===== src/rtl/num_format_conv_pipe.sv =====
// Two-stage valid/ready converter between U2, U1 and sign-magnitude signed words.
// Define NUM_CONV_SATURATE_EN to clamp overflowed results instead of wrapping them.
module num_format_conv_pipe #(
  parameter int BITS     = 8,
  parameter int CNT_BITS = 8
) (
  input  logic                i_clk,
  input  logic                i_rst,
  input  logic [BITS-1:0]     i_data,
  input  logic [1:0]          i_mode,
  input  logic                i_valid,
  output logic                o_ready,
  output logic [BITS-1:0]     o_data,
  output logic                o_overflow,
  output logic                o_valid,
  input  logic                i_ready,
  input  logic                i_clr_cnt,
  output logic [CNT_BITS-1:0] o_ovf_count
);

  typedef enum logic [1:0] {
    ModeU2ToU1 = 2'd0,
    ModeU1ToU2 = 2'd1,
    ModeU2ToSm = 2'd2,
    ModeSmToU2 = 2'd3
  } modeE;

  localparam logic [BITS-1:0]     MinVal = {1'b1, {(BITS-1){1'b0}}};
  localparam logic [BITS-1:0]     One    = {{(BITS-1){1'b0}}, 1'b1};
  localparam logic [CNT_BITS-1:0] CntOne = {{(CNT_BITS-1){1'b0}}, 1'b1};
  localparam logic [CNT_BITS-1:0] CntMax = '1;

  logic                s1Valid_q, s1Valid_d;
  logic [BITS-1:0]     s1Data_q, s1Data_d;
  modeE                s1Mode_q, s1Mode_d;
  logic                outValid_q, outValid_d;
  logic [BITS-1:0]     outData_q, outData_d;
  logic                outOvf_q, outOvf_d;
  logic [CNT_BITS-1:0] cnt_q, cnt_d;

  logic            s2Load;
  logic            inXfer;
  logic            outXfer;
  logic [BITS-1:0] convData;
  logic            convOvf;
  logic [BITS-1:0] negX;
  logic [BITS-1:0] smMag;
  logic [BITS-1:0] smNeg;

  // Stage 2 can take a new beat when it is empty or its beat leaves this cycle.
  assign s2Load  = !outValid_q || i_ready;
  assign o_ready = !i_rst && (!s1Valid_q || s2Load);
  assign inXfer  = i_valid && o_ready;
  assign outXfer = outValid_q && i_ready;

  assign negX  = ~s1Data_q + One;
  assign smMag = {1'b0, s1Data_q[BITS-2:0]};
  assign smNeg = ~smMag + One;

  always_comb begin
    convData = s1Data_q;
    convOvf  = 1'b0;
    if (s1Data_q[BITS-1]) begin
      case (s1Mode_q)
        ModeU2ToU1: begin
          convData = s1Data_q - One;
          if (s1Data_q == MinVal) begin
            convOvf = 1'b1;
`ifdef NUM_CONV_SATURATE_EN
            convData = MinVal;
`endif
          end
        end
        ModeU1ToU2: convData = s1Data_q + One;
        ModeU2ToSm: begin
          convData = {1'b1, negX[BITS-2:0]};
          if (s1Data_q == MinVal) begin
            convOvf = 1'b1;
`ifdef NUM_CONV_SATURATE_EN
            convData = '1;
`endif
          end
        end
        ModeSmToU2: convData = smNeg;
        default:    convData = s1Data_q;
      endcase
    end
  end

  always_comb begin
    s1Valid_d  = s1Valid_q;
    s1Data_d   = s1Data_q;
    s1Mode_d   = s1Mode_q;
    outValid_d = outValid_q;
    outData_d  = outData_q;
    outOvf_d   = outOvf_q;
    cnt_d      = cnt_q;
    if (o_ready) s1Valid_d = i_valid;
    if (inXfer) begin
      s1Data_d = i_data;
      s1Mode_d = modeE'(i_mode);
    end
    if (s2Load) begin
      outValid_d = s1Valid_q;
      if (s1Valid_q) begin
        outData_d = convData;
        outOvf_d  = convOvf;
      end
    end
    // Clear takes priority over a same-cycle overflow delivery.
    if (i_clr_cnt) cnt_d = '0;
    else if (outXfer && outOvf_q && cnt_q != CntMax) cnt_d = cnt_q + CntOne;
  end

  always_ff @(posedge i_clk) begin
    if (i_rst) begin
      s1Valid_q  <= 1'b0;
      s1Data_q   <= '0;
      s1Mode_q   <= ModeU2ToU1;
      outValid_q <= 1'b0;
      outData_q  <= '0;
      outOvf_q   <= 1'b0;
      cnt_q      <= '0;
    end else begin
      s1Valid_q  <= s1Valid_d;
      s1Data_q   <= s1Data_d;
      s1Mode_q   <= s1Mode_d;
      outValid_q <= outValid_d;
      outData_q  <= outData_d;
      outOvf_q   <= outOvf_d;
      cnt_q      <= cnt_d;
    end
  end

  assign o_valid     = outValid_q;
  assign o_data      = outData_q;
  assign o_overflow  = outOvf_q;
  assign o_ovf_count = cnt_q;

endmodule


===== config.mk =====
export PLATFORM = sky130hd
export DESIGN_NAME = num_format_conv_pipe
export DESIGN_NICKNAME = d
export VERILOG_FILES = /design/src/rtl/num_format_conv_pipe.sv
export SDC_FILE = /design/constraint.sdc
export NUM_CORES = 1
export LEC_CHECK = 0
export CAP_MARGIN = 10
export CORE_MARGIN = 1.5
export CORE_UTILIZATION = 35
export CTS_CLUSTER_SIZE = 24
export DETAILED_ROUTE_END_ITERATION = 10
export GPL_TIMING_DRIVEN = 0
export PLACE_DENSITY_LB_ADDON = 0.15
export SYNTH_ARGS = -nofsm -noshare
export SYNTH_HDL_FRONTEND = slang
export SYNTH_SLANG_ARGS = --single-unit

===== constraint.sdc =====
create_clock -name i_clk -period 2.6 [get_ports i_clk]
set_clock_uncertainty 0.15 [all_clocks]
set_input_delay 0.52 -clock i_clk [delete_from_list [all_inputs] [get_ports i_clk]]
set_output_delay 0.52 -clock i_clk [all_outputs]
set_load 0.01 [all_outputs]

=== Word level (Yosys, flattened, before mapping) ===
Cells that the tools add are included.

* Muxes and demuxes: 5
* Reductions and logical operators: 14
* Bitwise logic cells: 2
* Add/sub/neg operators: 5
* Equality and inequality tests: 5

{| class="wikitable"
|+ Operators with widths
! cell !! number
|-
| $pmux W8 S4 || 1
|-
| $add A8 B1 Y8 const B || 3
|-
| $eq A8 B8 Y1 const B || 1
|-
| $mux W8 || 1
|-
| $ne A8 B8 Y1 const B || 1
|-
| $not A7 Y8 || 1
|-
| $sub A8 B1 Y8 const B || 1
|-
| $add A7 B1 Y7 const B || 1
|-
| $not A7 Y7 || 1
|-
| $logic_and A1 B1 Y1 || 5
|-
| $eq A2 B2 Y1 const B || 2
|-
| $reduce_or A2 Y1 || 2
|-
| $logic_not A1 Y1 || 3
|-
| $mux W1 || 3
|-
| $eq A2 B1 Y1 const B || 1
|-
| $logic_not A2 Y1 || 1
|-
| $logic_or A1 B1 Y1 || 2
|-
| $reduce_and A2 Y1 || 1
|}

* Bits of input ports: 15
* Output and inout port bits: 19
* Word-level logic and storage cells: 38
* Register bits: 29

=== Depth between registers and ports, before layout ===
* Depth in word-level cells: 5
* Depth in mapped cells: 8
* Mapped depth without buffers: 7

=== Worst setup path before layout ===
No wires, ideal clock.

* Path type: register to register
* From: register s1Data_q[1]
* To: register outData_q[4], in the netlist o_data[4]
* Data required time: 2.371 ns
* Library setup time: 0.079 ns
* Stages on the path, launching flop included: 9
* Clock period less this slack: 1.982 ns
* Path buffers: 1
* Arrival: 1.752 ns
* Slack: 0.618 ns
* Cells stage by stage: dfxtp_1 buf_4 inv_1 ha_1 or3b_1 a211oi_1 a311oi_2 xnor2_1 a211oi_2

* Longest elaborated chain between the ends: 4
* Elaborated cells between the ends (all ways): 8
* Classes of those cells: add/sub (4); mux (2); bitwise (2)

{| class="wikitable"
|+ RTL lines
! item !! RTL line !! source
|-
| start, declared || 34 || <nowiki>logic [BITS-1:0] s1Data_q, s1Data_d;</nowiki>
|-
| start signal, assigned || 126 || <nowiki>s1Data_q <= s1Data_d;</nowiki>
|-
| $not A7 Y8 or $not A7 Y7 (tied branches) || 58, 56 ||
|-
| $add A8 B1 Y8 or $add A7 B1 Y7 (tied branches) || 58, 56 ||
|-
| $pmux W8 S4 * || 64 || <nowiki>case (s1Mode_q)</nowiki>
|-
| $mux W8 * || 63 || <nowiki>if (s1Data_q[BITS-1]) begin</nowiki>
|-
| end signal, assigned || 129 || <nowiki>outData_q <= outData_d;</nowiki>
|-
| end, declared || 37 || <nowiki>logic [BITS-1:0] outData_q, outData_d;</nowiki>
|}

Mark *: on every way between the ends. The rest lies on a longest branch, timed or not.
A chain may end at the register's enable or synchronous reset.

=== Worst setup path in the final report ===
* From: input port i_ready
* To: output port o_ready

* Longest elaborated chain between the ends: 3

{| class="wikitable"
|+ RTL lines
! item !! RTL line !! source
|-
| start, declared || 16 || <nowiki>input logic i_ready,</nowiki>
|-
| $logic_or A1 B1 Y1 || 51 || <nowiki>assign s2Load = !outValid_q || i_ready;</nowiki>
|-
| $logic_or A1 B1 Y1 || 52 || <nowiki>assign o_ready = !i_rst && (!s1Valid_q || s2Load);</nowiki>
|-
| $logic_and A1 B1 Y1 || 52 ||
|-
| end, declared || 12 || <nowiki>output logic o_ready,</nowiki>
|}

Every way passes these cells.

==> results.toml <==
[routing]
postRouteAntennaNets = 0
dr.first_iter.drc_count = 85
drc = 1
drt_first_pass_iters = 9
num_vias = 1504
avgRoutedWirePerCell_um = 12.8
viasPerCell = 5.12
totalWireLength_um = 3780

[grt]
grt_remaining_overflow = 0
grt_max_degree = 11
grt_pass1_vias = 1318
grt_pass1_wl_um = 6360
track_usage_pct = 15.8
antenna_found_initial = 0

[critical_path]
path_cells = "clkdlybuf4s50_1 > nor2b_1 > a21oi_2 > clkbuf_8 > dlygate4sd2_1"
crit_path_max_fanout = 10
worstSetupStartpointType = "primary input"
endpoint_kind = "primary output"
crit_type = "primary input to primary output"
rr_worst_depth = 8
crit_family = "buffers and inverters"
timing.rr.end = "o_data[4]"
critPathArrivalTime_ns = 1.81
path_buf_inv = 3
reg2reg_from = "s1Data_q[1]"
slowest_delay_ns = 0.44
required_ns = 1.93
slowest_stage = "clkdlybuf4s50_1"
reg2reg_setup_slack_ns = 0.40

[die]
die-area_sq_um = 5150
start_util_pct = 37.3
die_h_um = 71.8
die_x_um = 71.8
coreArea_sq_um = 4440
ioPinCount = 34
rows = 24

[outcome]
status = "finished, violations left"
violations = "design-rule violations"

[sta]
period_share_pct = 95.5
setup_slack_ns = 0.118
period_needed_ns = 2.48
max_freq_mhz = 403
hold_viol = 0
relSlewSlack_pct = 67.8
slew_violations = 0
rsz0062_at_grt = "false"
worst_slew_pin_slew_ns = 0.484
final-setup-viol-count = 0

[synthesis]
ys.flop_type = "dfxtp_1"
yosys_register_bits = 29
synth.cell_area_sq_um = 1660
synthArstFlopShare_pct = 0
synth_area_leader_cell = "dfxtp_1"
synth_enable_flop_cells = 0
yosysSeqAreaShare_pct = 35.0
synth_warnings = 0
synth_nets = 219
synth_cell_types = 42
synthTopCellsByCount = "29 x dfxtp_1, 24 x nor2_1, 19 x nand3_1"
synth_area_per_cell_sq_um = 8.24
synthTopCellsByArea = "dfxtp_1 35%, nand3_1 5.7%, nor2_1 5.4%"
synth.top_cell.area_share_pct = 35.0
yosysMostFrequentCell = "dfxtp_1"
syn_inst = 201

[layout]
antennaDiodeCount = 0
nets = 259
drive_gt1_share_pct = 12.0
layout.cells.non_filler = 294
final_core_util_pct = 48.4
syn_to_final_growth_pct = 29.8

[min_path]
min_from = "o_data[7]"
whs_path_depth = 2
hp-class = "flop to flop"
hold_end = "o_data[7]"

[place]
place_hpwl_um = 2870
place_congestion = 0.828
io_buffers = 33
dp.cells = 286
dpl_worst_slack_ns = -0.376

[flow_run]
cap_violations = 0

[power_and_ir_drop]
pwr_density_cell_nw_per_um2 = 490
p_leak_nw = 0.788
ir_worst_vdd_mv = 0.218
p_total_mw = 1.05

[clocking]
cts_tree = "yes"
cts_buffers = 5
h-tree-depth = 2
clk_latency_ns = 0.28
clock-sinks = 29
clk_path_buf_depth = 2
clkTransAtPathRegs_ns = 0.07
root_buffer = "clkbuf_8"
cts_hold_buf = 0
[how the worst max path moves through the flow]
| stage | end | slack, ns | depth (start not counted) | start |
|---|---|---|---|---|
| 2_1_floorplan | o_data[4] | 0.62 | 8 | s1Data_q[1] |
| 3_3_place_gp | o_ready | -0.37 | 5 | i_ready |
| 3_5_place_dp | o_ready | -0.38 | 5 | i_ready |
| 4_1_cts | o_ready | 0.13 | 5 | i_ready |
| 5_1_grt | o_ready | 0.05 | 5 | i_ready |
| 6_report | o_ready | 0.12 | 5 | i_ready |
[registers in the layout, indices dropped and copies added (netlist names)]
register	cells
o_overflow	1
o_data	8
s1Data_q	8
o_ovf_count	8
s1Mode_q	2
s1Valid_q	1
o_valid	1
[per-layer routing]
layer / part of all wire, % / vias to the layer above / GRT usage [%]
met5: 0 / - / 0
met4: 1.9 / 0 / 6.92
met3: 4.5 / 8 / 3.80
met2: 41 / 34 / 22.3
met1: 52 / 663 / 22.7
li1: - / 799 / -
[placed cells by master (no fill, tap or decap), types with 4 or more instances in the layout]
| master | instances |
|---|---|
| a211oi_1 | 4 |
| a21oi_1 | 7 |
| a31oi_1 | 5 |
| clkbuf_1 | 5 |
| clkbuf_8 | 6 |
| clkdlybuf4s50_1 | 32 |
| dfxtp_1 | 29 |
| inv_1 | 4 |
| mux2i_1 | 5 |
| nand2_1 | 18 |
| nand3_1 | 19 |
| nand3b_1 | 11 |
| nand4_1 | 5 |
| nor2_1 | 24 |
| nor3_1 | 5 |
| o21ai_0 | 6 |
| xnor2_1 | 5 |
| xor2_1 | 5 |
[stage by stage]
step / instance area, sq um / hold slack, ns / setup TNS [ns]
detailed placement: 2050 / 0.304 / -0.376
finish: 2150 / 0.309 / 0
global placement: 2050 / 0.300 / -0.366
CTS: 2150 / 0.313 / 0
global route: 2150 / 0.354 / 0
floorplan: 1660 / 0.331 / 0
[cell type report]
cell class              count  area, sq um
plain buffers              15          100
clock buffers               5         68.8
clock inverters             3         17.5
fillers                   461         2290
inverters                   4         15.0
multi-input cells         153          975
flip-flops and latches     29          581
well taps                  52         65.1
repair buffers             33          329
[what timing repair did]
action / CTS / global route
setup endpoints to repair: 1 / 0
gates resized for setup: 5 / 0
setup buffers: 0 / 0
[worst register-to-register path, cell delays in order (launching register included)]
cell and delay (ns):
dfxtp_1 0.31, buf_4 0.17, inv_1 0.10, ha_1 0.22
or3b_1 0.41, a211oi_1 0.30, a311oi_2 0.09, xnor2_1 0.17
a211oi_2 0.21
[report_power, final]
group | switching, mW | leakage [nW] | internal (mW) | total [mW]
clock | 0.174 | 0.0439 | 0.184 | 0.358
sequential | 0.0160 | 0.237 | 0.465 | 0.481
combinational | 0.112 | 0.507 | 0.104 | 0.215
total | 0.301 | 0.788 | 0.753 | 1.05
[cells by family (layout without fill, tap and decap cells)]
family          Yosys count  count (layout)  share of synthesized area, %
flops                    29              29                          35.0
xor+xnor                 10              10                          5.29
simple gates            101             101                          33.7
mux                       5               5                          3.02
fa+ha+maj                 3               3                          2.27
buf+inv                  19              60                          6.34
compound gates           34              34                          14.4
Power figures use the tool's default switching activity.
